`src/rtl/hex_disp_pkg.sv`:
```
// hex_disp_pkg: shared constants, seven-segment decode table and index width helper for hex_scan_driver
package hex_disp_pkg;
  localparam logic [6:0] SEG_BLANK = 7'h7F;
  localparam logic [6:0] SEG_TABLE [16] = '{
    7'h40, 7'h79, 7'h24, 7'h30, 7'h19, 7'h12, 7'h02, 7'h78,
    7'h00, 7'h10, 7'h08, 7'h03, 7'h46, 7'h21, 7'h06, 7'h0E
  };
  function automatic int idx_width(input int n);
    return (n > 1) ? $clog2(n) : 1;
  endfunction
  function automatic logic [6:0] hex_to_seg(input logic [3:0] nibble);
    return SEG_TABLE[nibble];
  endfunction
endpackage

```
`src/rtl/hex_seg_rom.sv`:
```
// hex_seg_rom: combinational nibble -> active-low segments (in nibble[3:0], out seg[6:0] = g..a)
module hex_seg_rom
  import hex_disp_pkg::*;
(
  input  logic [3:0] nibble,
  output logic [6:0] seg
);
  assign seg = hex_to_seg(nibble);
endmodule

```
`src/rtl/hex_scan_driver.sv`:
```
// hex_scan_driver: multiplexed DIGITS-digit common-anode hex display driver; ports clk, reset, value, dp_in, load, blank -> seg, dp, an (active-low); optional LEADING_ZERO_BLANK_EN suppresses leading zeros
module hex_scan_driver
  import hex_disp_pkg::*;
#(
  parameter int DIGITS      = 4,
  parameter int REFRESH_DIV = 50000,
  parameter int IDX_W       = 3
) (
  input  logic                  clk,
  input  logic                  reset,
  input  logic [4*DIGITS-1:0]   value,
  input  logic [DIGITS-1:0]     dp_in,
  input  logic                  load,
  input  logic                  blank,
  output logic [6:0]            seg,
  output logic                  dp,
  output logic [DIGITS-1:0]     an
);
  localparam int PW = $clog2(REFRESH_DIV);
  logic [PW-1:0] presc_q, presc_d;
  logic [IDX_W-1:0] idx_q, idx_d;
  logic [4*DIGITS-1:0] pend_val_q, pend_val_d, act_val_q, act_val_d;
  logic [DIGITS-1:0] pend_dp_q, pend_dp_d, act_dp_q, act_dp_d, an_q, an_d;
  logic [6:0] seg_q, seg_d, rom_seg;
  logic dp_q, dp_d, tc, wrap, dp_bit, sup;
  logic [3:0] nib;
`ifdef LEADING_ZERO_BLANK_EN
  logic [DIGITS-1:0] sup_v;
  logic run;
`endif
  hex_seg_rom u_rom (.nibble(nib), .seg(rom_seg));
  always_comb begin
    tc         = presc_q == PW'(REFRESH_DIV - 1);
    wrap       = tc && (idx_q == IDX_W'(DIGITS - 1));
    presc_d    = tc ? '0 : presc_q + PW'(1);
    idx_d      = wrap ? '0 : tc ? idx_q + IDX_W'(1) : idx_q;
    pend_val_d = load ? value : pend_val_q;
    pend_dp_d  = load ? dp_in : pend_dp_q;
    // pending only reaches the display at frame end so a frame is never torn
    act_val_d  = wrap ? pend_val_q : act_val_q;
    act_dp_d   = wrap ? pend_dp_q : act_dp_q;
    nib        = 4'(act_val_q >> {idx_q, 2'b00});
    dp_bit     = 1'(act_dp_q >> idx_q);
`ifdef LEADING_ZERO_BLANK_EN
    run   = 1'b1;
    sup_v = '0;
    for (int k = DIGITS - 1; k > 0; k--) begin
      run      = run && (act_val_q[4*k +: 4] == 4'h0) && !act_dp_q[k];
      sup_v[k] = run;
    end
    sup = 1'(sup_v >> idx_q);
`else
    sup = 1'b0;
`endif
    seg_d = (blank || sup) ? SEG_BLANK : rom_seg;
    dp_d  = blank || !dp_bit;
    an_d  = blank ? '1 : ~(DIGITS'(1) << idx_q);
  end
  always_ff @(posedge clk) begin
    if (reset) begin
      presc_q    <= '0;
      idx_q      <= '0;
      pend_val_q <= '0;
      pend_dp_q  <= '0;
      act_val_q  <= '0;
      act_dp_q   <= '0;
      seg_q      <= SEG_BLANK;
      dp_q       <= 1'b1;
      an_q       <= '1;
    end else begin
      presc_q    <= presc_d;
      idx_q      <= idx_d;
      pend_val_q <= pend_val_d;
      pend_dp_q  <= pend_dp_d;
      act_val_q  <= act_val_d;
      act_dp_q   <= act_dp_d;
      seg_q      <= seg_d;
      dp_q       <= dp_d;
      an_q       <= an_d;
    end
  end
  assign seg = seg_q;
  assign dp  = dp_q;
  assign an  = an_q;
endmodule

```
`config.mk`:
```
export PLATFORM = sky130hd
export DESIGN_NAME = hex_scan_driver
export DESIGN_NICKNAME = d
export VERILOG_FILES = /design/src/rtl/hex_disp_pkg.sv /design/src/rtl/hex_seg_rom.sv /design/src/rtl/hex_scan_driver.sv
export SDC_FILE = /design/constraint.sdc
export NUM_CORES = 1
export LEC_CHECK = 0
export CELL_PAD_IN_SITES_DETAIL_PLACEMENT = 0
export CELL_PAD_IN_SITES_GLOBAL_PLACEMENT = 1
export CORE_MARGIN = 5
export CORE_UTILIZATION = 46
export DETAILED_ROUTE_END_ITERATION = 7
export PLACE_DENSITY = 0.88
export SLEW_MARGIN = 20
export SYNTH_ARGS = -nofsm -noshare
export SYNTH_HDL_FRONTEND = slang
export SYNTH_SLANG_ARGS = --single-unit
```
`constraint.sdc`:
```
create_clock -name clk -period 4.3 [get_ports clk]
set_input_delay 0.86 -clock clk [delete_from_list [all_inputs] [get_ports clk]]
set_output_delay 0.86 -clock clk [all_outputs]
set_load 0.02 [all_outputs]
```
======== After elaboration in Yosys (flattened, before gate mapping) ========
Memory sizes are Yosys's and may differ from the RTL's. A register that Yosys moved wholly into a read port is not among the register bits.
Index checks and enable logic that the tools add are counted.
cells by class
  add/sub/neg operators ................... 2
  equal/unequal tests ..................... 2
  shifts and indexed selects .............. 3
  bitwise gates (word level) .............. 2
  reductions and logical operators ........ 6
operators with widths
  operator                                          number
  adder 16 x 1 -> 16 bit (second input constant)    1
  == test 16 bit (second input constant)            1
  right shift 16 x 5 -> 4 bit                       1
  OR reduction 2 bit                                3
  inverter 4 -> 5 bit                               1
  inverter 4 bit                                    1
  << shifter 1 x 3 -> 4 bit (first input constant)  1
  right shift 4 x 3 -> 1 bit                        1
  adder 3 x 1 -> 3 bit (second input constant)      1
  == test 3 x 2 -> 1 bit (second input constant)    1
  logical AND 1 bit                                 1
  zero test 1 bit                                   1
  logical OR 1 bit                                  1
word-level totals
  register bits after elaboration ......... 64
  bits in read-only memories .............. 112
  input port bits ......................... 24
  word-level logic and storage cells ...... 24
  memories ................................ 1
memory list
  name             depth  bits a word  rd ports  clocked after Yosys merged registers in  wr ports  line                source
  (no name shown)  16     7            1         1                                        0         hex_disp_pkg.sv:12  return SEG_TABLE[nibble];

======== Logic depth before layout (Yosys ltp) ========
Gate-level depths: netlist of the first run.
  word-level depth ........................ 3
  mapped depth ............................ 9
  mapped depth without buffers ............ 8

======== By module ========
A second synthesis of the first run with hierarchy kept.
second synthesis, totals
  cells, all modules ...................... 326
  area, all modules ....................... 3,175.5 µm²
by module, submodules not included
  module           times used  cells an instance  area each (µm²)  sequential area each (µm²)
  hex_scan_driver  1           291                2,927.8          1,421.4
  hex_seg_rom      1           35                 247.7            0.0

======== Worst setup path after synthesis of the first run ========
No wires, ideal clock.
  kind .................................... reg2reg
  start ................................... register idx_q[0]
  end ..................................... register seg_q[3], in the netlist seg[3]
  setup time .............................. 0.134 ns
  arrival ................................. 1.975 ns
  data required time ...................... 4.166 ns
  slack ................................... 2.191 ns
  stages on the path, launching flop included .. 9
  path buffers ............................ 1
  period minus slack after synthesis ...... 2.109 ns
  cell sequence ........................... dfxtp_1 > buf_6 > mux4_2 > nand2_1 > inv_1 > ha_1 > mux2_4 > a211oi_2 > o21ai_1
between the ends
  cells in the longest elaborated chain, start to end .. 2
RTL lines
  item                                       line                   source
  start, declared                            hex_scan_driver.sv:21  logic [IDX_W-1:0] idx_q, idx_d;
  start signal, assigned                     hex_scan_driver.sv:72  idx_q <= idx_d;
  right shift 16 x 5 -> 4 bit                hex_scan_driver.sv:42  nib = 4'(act_val_q >> {idx_q, 2'b00});
  inverter 4 -> 5 bit (implied by the code)  hex_disp_pkg.sv:12
  end, declared                              hex_scan_driver.sv:24  logic [6:0] seg_q, seg_d, rom_seg;
No other way between the ends.
A chain may end at the register's enable or synchronous reset.

======== Worst setup path after layout of the first run ========
Ends and elaborated chain as after synthesis.

==> results of run 1 <==
worst max path at each step:
stage / from / end / slack (ps) / cells past startpoint
CTS: idx_q[0] / seg[3] / 1850 / 7
detailed placement: reset / presc_q[15] / 1620 / 4
floorplan: idx_q[0] / seg[3] / 2190 / 8
global placement: reset / presc_q[11] / 1680 / 4
finish: idx_q[0] / seg[3] / 1870 / 7
global route: idx_q[0] / seg[3] / 1670 / 7
power breakdown:
group	leakage [nW]	internal, mW	switching, mW	total (mW)
registers	0.579	0.674	0.00854	0.683
logic	0.648	0.0394	0.0318	0.0712
clock network	0.0988	0.301	0.249	0.549
cell families after synthesis:
family          after synthesis  share of synthesized area
mux                          30                      0.121
fa+ha+maj                    12                     0.0494
xor+xnor                     13                     0.0375
simple gates                102                      0.164
buf+inv                      36                     0.0507
flops                        71                      0.468
compound gates               59                      0.109
per-layer routing:
metal	vias to the layer above	global-route usage	part of all wire	wire, um
met3	8	0.0364	0.040	234
met4	0	0.0733	0.017	99
met1	1094	0.201	0.49	2890
met5	-	0	0	0
li1	1174	-	-	-
met2	36	0.227	0.45	2680
synth_stat cells, types with 2 or more instances:
| master | number |
|---|---|
| nand3_1 | 30 |
| nand2b_1 | 2 |
| dfxtp_1 | 71 |
| o21ai_0 | 23 |
| o221ai_1 | 2 |
| inv_1 | 11 |
| or3_1 | 3 |
| nor4bb_1 | 2 |
| o21a_1 | 2 |
| nand2_1 | 14 |
| o211ai_1 | 2 |
| xnor2_1 | 3 |
| clkbuf_1 | 17 |
| nor2_1 | 37 |
| buf_2 | 5 |
| nand4_1 | 4 |
| xor2_1 | 10 |
| mux4_2 | 5 |
| a21oi_1 | 25 |
| mux2i_1 | 24 |
| ha_1 | 12 |
| and4_1 | 4 |
| and3_1 | 2 |
flip-flops by register name, summed over array words and instances, names as in the netlist:
signal	cells
act_val_q	16
idx_q	3
presc_q	16
an	4
pend_val_q	16
dp	1
pend_dp_q	4
seg	7
act_dp_q	4
stage by stage:
step / util / cells / total power, mW
finish: 0.564 / 430 / 1.30
global route: 0.564 / 430 / 1.35
CTS: 0.565 / 430 / 1.32
detailed placement: 0.533 / 414 / 0.771
global placement: 0.533 / 414 / 0.769
floorplan: - / 323 / 0.734
worst register-to-register path: cells and delay by family (launching register included):
family,cells,cell delay [ps]
mux,2,900
flops,1,620
compound gates,2,290
fa+ha+maj,1,230
simple gates,1,190
buf+inv,1,90
final cells by class:
| cell class | instances | area share |
|---|---|---|
| sequential | 71 | 0.394 |
| clock buffer | 12 | 0.0430 |
| timing repair buffer | 39 | 0.104 |
| multi-input combinational | 216 | 0.405 |
| clock inverter | 4 | 0.0149 |
| tap | 77 | 0.0267 |
| inverter | 11 | 0.0115 |
==> results.cfg, run 1 <==
[run_status]
status = finished, final reports clean

[worst_hold_path]
hp-class = flip-flop to flip-flop
min_to = act_val_q[1]
holdPathStages = 2
hp-start = pend_val_q[1]

[final_layout]
drive_above_1_share = 0.0793
n_fill_cell = 608
final_common_cell = dfxtp_1
antennaDiodeCount = 0
seq_area_sq_um = 1420
nNetsFinal = 384
syn_to_final_growth_pct = 18.7
final_cell_mix = 71 x dfxtp_1, 37 x nor2_1, 34 x clkdlybuf4s50_1
multi_input_area_sq_um = 1460
finalInstanceArea_sq_um = 3600

[worst_setup_path]
crit_buf_inv = 1
cp_slowest_stage_delay_ps = 630
r2r-start = idx_q[0]
cp_top_family = multiplexers
critPathMaxFanout = 9
worstPathArrival_ps = 2650
r2r_setup_slack_ps = 1870
rr_worst_depth = 7
r2r-end = seg[3]
critPathLaunchType = flip-flop
critPathRequiredTime_ps = 4520
end_kind = flip-flop
crit_type = flip-flop to flip-flop
critPathSlowestCell = mux4_2
path_cells = mux4_2, nand2_1, inv_1, ha_1, mux2_4, a211oi_2, o21ai_1

[routing]
ant_nets = 0
routedWlPerCell_um = 13.7
wirelength_um = 5910
drc = 0
vias_per_cell = 5.38
drt_iter0_drc = 133
dr.pass1.iters = 4
dr_total_vias = 2312

[sta]
hold_viol_final = 0
timing.final.ws_setup_ps = 1870
rsz0062_at_grt = false
setup_tns_ps = 0
slew_violations = 0
worst_pin_slew_ps = 766
max_slew_margin = 0.490
fin_crit_sh = 0.566
setup-violations-final = 0
fmax_mhz = 411
min_period_ps = 2430
skew_ps = 11.3
holdWs_ps = 467

[synthesis]
synth.distinct_cells = 36
ys_seq_area_frac = 0.468
synth.avg_cell_area_sq_um = 9.40
synth_edf_count = 0
synth_async_sr_flop_share = 0
synth.cell_area_sq_um = 3040
syn_nets = 359
ys_top_cells_by_area = dfxtp_1 47%, mux2i_1 7.9%, ha_1 4.9%
synth_seq_cells = 71
netlist_instances = 323
synth_top_area_frac = 0.468
synthFlopType = dfxtp_1
synth_top_area_cell = dfxtp_1
ys.warnings.count = 0

[die]
dieArea_sq_um = 8330
start_util = 0.476
dieWidth_um = 91.3
dieHeight_um = 91.3
io_pins = 36
fp-row-count = 29
core-area_sq_um = 6390

[job]
max_cap_violations = 0

[clocking]
cts_buffers = 9
max-clock-path-buffers = 2
cts_root_buffer = clkbuf_8
cts_sinks = 71
cts_setup_buffers = 0
cts_tree = done
insertion_delay_ps = 350
clk_pin_slew_ps = 80
cts.htree.levels = 3
cts_resized = 0
hold_buffers = 0

[grt]
grt_max_degree = 26
gr-total-overflow = 0
grt_pass1_wl_um = 10300
antenna_found_initial = 0
first_global_vias = 2247
grt_usage = 0.150

[power]
ir_drop_uv = 297
p_leak_nw = 1.33
power_density_nw_per_um2 = 362

[place]
place_area_sq_um = 3400
pre_cts_ws_ps = 1620
routabilityCongestion = 0.761
portBuffers = 35
dpl.hpwl_um = 4010
Note: power is estimated with default switching activity, not from simulation.
==> run 2: changes to the inputs <==
Settings changed: CORE_UTILIZATION 46 to 42, PLACE_DENSITY 0.88 to 0.82.
Clock period 4.3 ns to 2.3 ns, I/O delays scaled along.
==> run 2 against run 1 <==
  * Clock power grew 71%
  * Setup slack worse by 1700 ps
  * Critical path depth unchanged
  * Via count decreased by 1.1%
  * Routed wire length down 2.2%
  * Total power rose by 81%
  * Utilization decreased by 5.0 points
  * Clock skew grew 2.7 ps
  * Flip-flop and latch count stayed put
  * Maximum frequency increased by 15%
==> results.cfg, run 2 (synthesis results as in run 1) <==
[die]
fp-row-count = 31
dieWidth_um = 95.0
start_util = 0.425
io_pins = 36
dieArea_sq_um = 9030
core-area_sq_um = 7140
dieHeight_um = 95.0

[grt]
gr-total-overflow = 0
grt_usage = 0.145
antenna_found_initial = 0
grt_pass1_wl_um = 10200
grt_max_degree = 33
first_global_vias = 2187

[sta]
setup-violations-final = 0
slew_violations = 0
min_period_ps = 2110
timing.final.ws_setup_ps = 189
holdWs_ps = 465
rsz0062_at_grt = false
max_slew_margin = 0.642
fmax_mhz = 474
fin_crit_sh = 0.918
skew_ps = 14.1
setup_tns_ps = 0
hold_viol_final = 0
worst_pin_slew_ps = 536

[worst_setup_path]
cp_slowest_stage_delay_ps = 550
critPathRequiredTime_ps = 2510
critPathLaunchType = flip-flop
critPathMaxFanout = 5
path_cells = mux4_2, nand2_1, inv_1, ha_1, mux2_4, a211oi_2, o21ai_1
crit_type = flip-flop to flip-flop
startpoint = idx_q[0]
r2r-end = seg[3]
end_kind = flip-flop
critPathSlowestCell = mux4_2
r2r-start = idx_q[0]
rr_worst_depth = 7
r2r_setup_slack_ps = 190
worstPathArrival_ps = 2320
endpoint = seg[3]

[routing]
wirelength_um = 5780
dr.pass1.iters = 4
drt_iter0_drc = 108
routedWlPerCell_um = 12.6
drc = 0
ant_nets = 0
dr_total_vias = 2287
vias_per_cell = 4.98

[clocking]
clk_pin_slew_ps = 90
hold_buffers = 0
insertion_delay_ps = 340
max-clock-path-buffers = 2
cts_tree = done
cts.htree.levels = 3
cts_setup_buffers = 0
cts_sinks = 71
cts_root_buffer = clkbuf_8
cts_resized = 0
cts_buffers = 9

[final_layout]
instances_no_fill = 459
final_util = 0.514
antennaDiodeCount = 0
final_common_cell = dfxtp_1
final_cell_mix = 70 x dfxtp_1, 37 x nor2_1, 35 x clkdlybuf4s50_1
n_fill_cell = 693
drive_above_1_share = 0.100
nNetsFinal = 391
syn_to_final_growth_pct = 20.8
reg.largest.list = act_val_q (16), pend_val_q (16), presc_q (16)

[run_status]
status = finished, final reports clean

[place]
pre_cts_ws_ps = 118
place_inst = 443
routabilityCongestion = 0.820
portBuffers = 35
dpl.hpwl_um = 4080

[worst_hold_path]
hp-class = flip-flop to flip-flop

[power]
ir_drop_uv = 349
power_density_nw_per_um2 = 641
p_leak_nw = 1.36

[job]
max_cap_violations = 0
## run 2: cell count changes in the layout (fill, tap and decap cells not counted), sizes merged
cell	before	now
clkinv	1	2
buf	5	11
bufinv	1	0
inv	11	15
clkdlybuf4s50	34	35
clkinvlp	2	0
clkbuf	12	10
## run 2: area by class of cell
| type | instances | area (sq um) | area share |
|---|---|---|---|
| well taps | 99 | 124 | 0.0338 |
| flip-flops and latches | 71 | 1420 | 0.388 |
| clock inverters | 6 | 48.8 | 0.0133 |
| multi-input cells | 216 | 1460 | 0.398 |
| inverters | 11 | 41.3 | 0.0113 |
| clock buffers | 10 | 138 | 0.0375 |
| repair buffers | 46 | 433 | 0.118 |
## run 2: how the worst min path moves through the flow
stage / start / to / slack [ps] / depth (start not counted)
floorplan: presc_q[0] / presc_q[0] / 430 / 1
global placement: presc_q[0] / presc_q[0] / 440 / 1
detailed placement: presc_q[0] / presc_q[0] / 450 / 1
CTS: presc_q[0] / presc_q[0] / 470 / 1
global route: pend_val_q[4] / act_val_q[4] / 490 / 2
finish: pend_val_q[15] / act_val_q[15] / 460 / 2
## run 2: worst max-delay path, delay by kind of cell, from the launching register on
family                     cells  cell delay, ps
AOI/OAI and AO/OA              2             280
and+or+nand+nor                1             180
adders and majority gates      1             220
DFF                            1             390
muxes                          2             820
buffers and inverters          1              80
## run 2: power by group
group	internal [mW]	leakage, nW	switching (mW)	total [mW]
sequential	1.26	0.579	0.0159	1.28
combinational	0.0767	0.685	0.0588	0.135
clock	0.436	0.0981	0.505	0.941
total	1.77	1.36	0.580	2.35
## run 2: stage by stage
stage               area (sq um)  power (mW)
floorplan                   3040        1.37
global placement            3480        1.44
detailed placement          3480        1.44
CTS                         3670        2.38
global route                3670        2.46
finish                      3670        2.35
## run 2: layer usage
layer / wire (um) / track usage / up-vias
met2: 2410 / 0.204 / 43
li1: - / - / 1189
met4: 106 / 0.0697 / 0
met5: 0 / 0 / -
met3: 215 / 0.0324 / 9
met1: 3040 / 0.208 / 1046
==> run 3: changes to the inputs <==
Settings changed: PLACE_DENSITY 0.82 to 0.81.
==> run 3 against run 2 <==
  * Clock skew decreased by 2.2 ps
  * Setup slack improved by 1.5 ps
  * Clock power is 14% higher
  * Non-clock buffer count stayed put
  * Total power is 5.5% higher
  * Count of clock-buffer cells in the layout unchanged
  * Register-to-register slack hardly changed
  * Largest cell class unchanged
  * Critical endpoint unchanged
  * Die area stayed put
  * Largest power group unchanged
==> results.cfg, run 3 (synthesis results as in run 1) <==
[run_status]
status = finished, final reports clean

[die]
core-area_sq_um = 7140
start_util = 0.425
dieWidth_um = 95.0
fp-row-count = 31
dieHeight_um = 95.0
dieArea_sq_um = 9030
io_pins = 36

[clocking]
cts_buffers = 9
insertion_delay_ps = 350
cts.htree.levels = 3
max-clock-path-buffers = 2
cts_resized = 0
clk_pin_slew_ps = 90
cts_root_buffer = clkbuf_8
cts_setup_buffers = 0
hold_buffers = 0
cts_tree = done
cts_sinks = 71

[final_layout]
instances_no_fill = 459
nNetsFinal = 391
antennaDiodeCount = 0
final_util = 0.518
final_common_cell = dfxtp_1
drive_above_1_share = 0.100
reg.largest.list = act_val_q (16), pend_val_q (16), presc_q (16)
final_cell_mix = 70 x dfxtp_1, 37 x nor2_1, 35 x clkdlybuf4s50_1
syn_to_final_growth_pct = 21.7

[routing]
vias_per_cell = 5.09
dr_total_vias = 2336
drt_iter0_drc = 97
drc = 0
routedWlPerCell_um = 13.2
wirelength_um = 6040
ant_nets = 0
dr.pass1.iters = 4

[power]
power_density_nw_per_um2 = 671
fin_total_pwr_mw = 2.48
p_seq_frac = 0.514
p_leak_nw = 1.37
pwr-share-clk = 0.431
combPwrFrac = 0.055
p_sw_mw = 0.594
internal_power_mw = 1.89
ir_drop_uv = 354
swShare = 0.239

[worst_setup_path]
crit_type = flip-flop to flip-flop
rr_worst_depth = 7
crit_buf_inv = 1
path_cells = mux4_2, nand2_1, inv_1, ha_1, mux2_4, a211oi_2, o21ai_1
critPathSlowestCell = mux4_2
cp_top_family = multiplexers
cp_slowest_stage_delay_ps = 550
worstPathArrival_ps = 2340
r2r-end = seg[3]
critPathRequiredTime_ps = 2530
critPathMaxFanout = 5
end_kind = flip-flop
r2r_setup_slack_ps = 190
r2r-start = idx_q[0]
critPathLaunchType = flip-flop

[grt]
antenna_found_initial = 0
grt_pass1_wl_um = 10500
gr-total-overflow = 0
grt_usage = 0.148
grt_max_degree = 36
first_global_vias = 2217

[sta]
fmax_mhz = 474
setup_tns_ps = 0
max_slew_margin = 0.626
holdWs_ps = 473
hold_viol_final = 0
fin_crit_sh = 0.917
skew_ps = 11.8
slew_violations = 0
min_period_ps = 2110
setup-violations-final = 0
worst_pin_slew_ps = 560
rsz0062_at_grt = false

[worst_hold_path]
holdPathStages = 2
hp-start = pend_val_q[11]
hp-class = flip-flop to flip-flop
min_to = act_val_q[11]

[job]
max_cap_violations = 0

[place]
portBuffers = 35
dpl.hpwl_um = 4190
place_inst = 443
routabilityCongestion = 0.833
[run 3: changes by cell type in the layout (fill, tap and decap cells not counted), sizes merged]
cell | previous run | this run
inv | 15 | 14
bufinv | 0 | 1
[run 3: cell type report]
class	instances	area, sq um
Clock buffer	10	138
Clock inverter	6	76.3
Fill cell	687	3440
Inverter	11	41.3
Multi-Input combinational cell	216	1460
Sequential cell	71	1420
Tap cell	99	124
Timing Repair Buffer	46	433
[run 3: worst reg2reg max path: cells and delay by family (launching register included)]
kind                       cells  cell delay (ps)
adders and majority gates      1              220
DFF                            1              390
and+or+nand+nor                1              180
buffers and inverters          1               80
AOI/OAI and AO/OA              2              290
muxes                          2              820
[run 3: how the worst max path moves through the flow]
stage / start / end / slack, ps / cells past startpoint
2_1_floorplan: idx_q[0] / seg[3] / 190 / 8
3_3_place_gp: idx_q[0] / seg[3] / 190 / 7
3_5_place_dp: idx_q[0] / seg[3] / 110 / 7
4_1_cts: idx_q[0] / seg[3] / 100 / 7
5_1_grt: idx_q[0] / seg[3] / 70 / 7
6_report: idx_q[0] / seg[3] / 190 / 7
[run 3: power groups by stage]
| stage | clock [mW] | sequential [mW] | combinational [mW] |
|---|---|---|---|
| final | 1.07 | 1.28 | 0.136 |
| after global placement | 0 | 1.30 | 0.136 |
| after CTS | 1.08 | 1.28 | 0.138 |
| after floorplan | 0 | 1.31 | 0.0635 |
| after detailed placement | 0 | 1.30 | 0.138 |
| after global routing | 1.15 | 1.28 | 0.150 |
[run 3: stage by stage]
stage | setup WS [ps] | area (sq um)
floorplan | 191 | 3040
global placement | 186 | 3480
detailed placement | 106 | 3480
CTS | 100 | 3690
global route | 69.5 | 3700
finish | 190 | 3700
[run 3: per-layer routing]
| layer | GRT usage | up-vias | wire (um) |
|---|---|---|---|
| li1 | - | 1188 | - |
| met1 | 0.206 | 1093 | 3040 |
| met2 | 0.214 | 44 | 2610 |
| met3 | 0.0418 | 11 | 296 |
| met4 | 0.0577 | 0 | 96 |
| met5 | 0 | - | 0 |
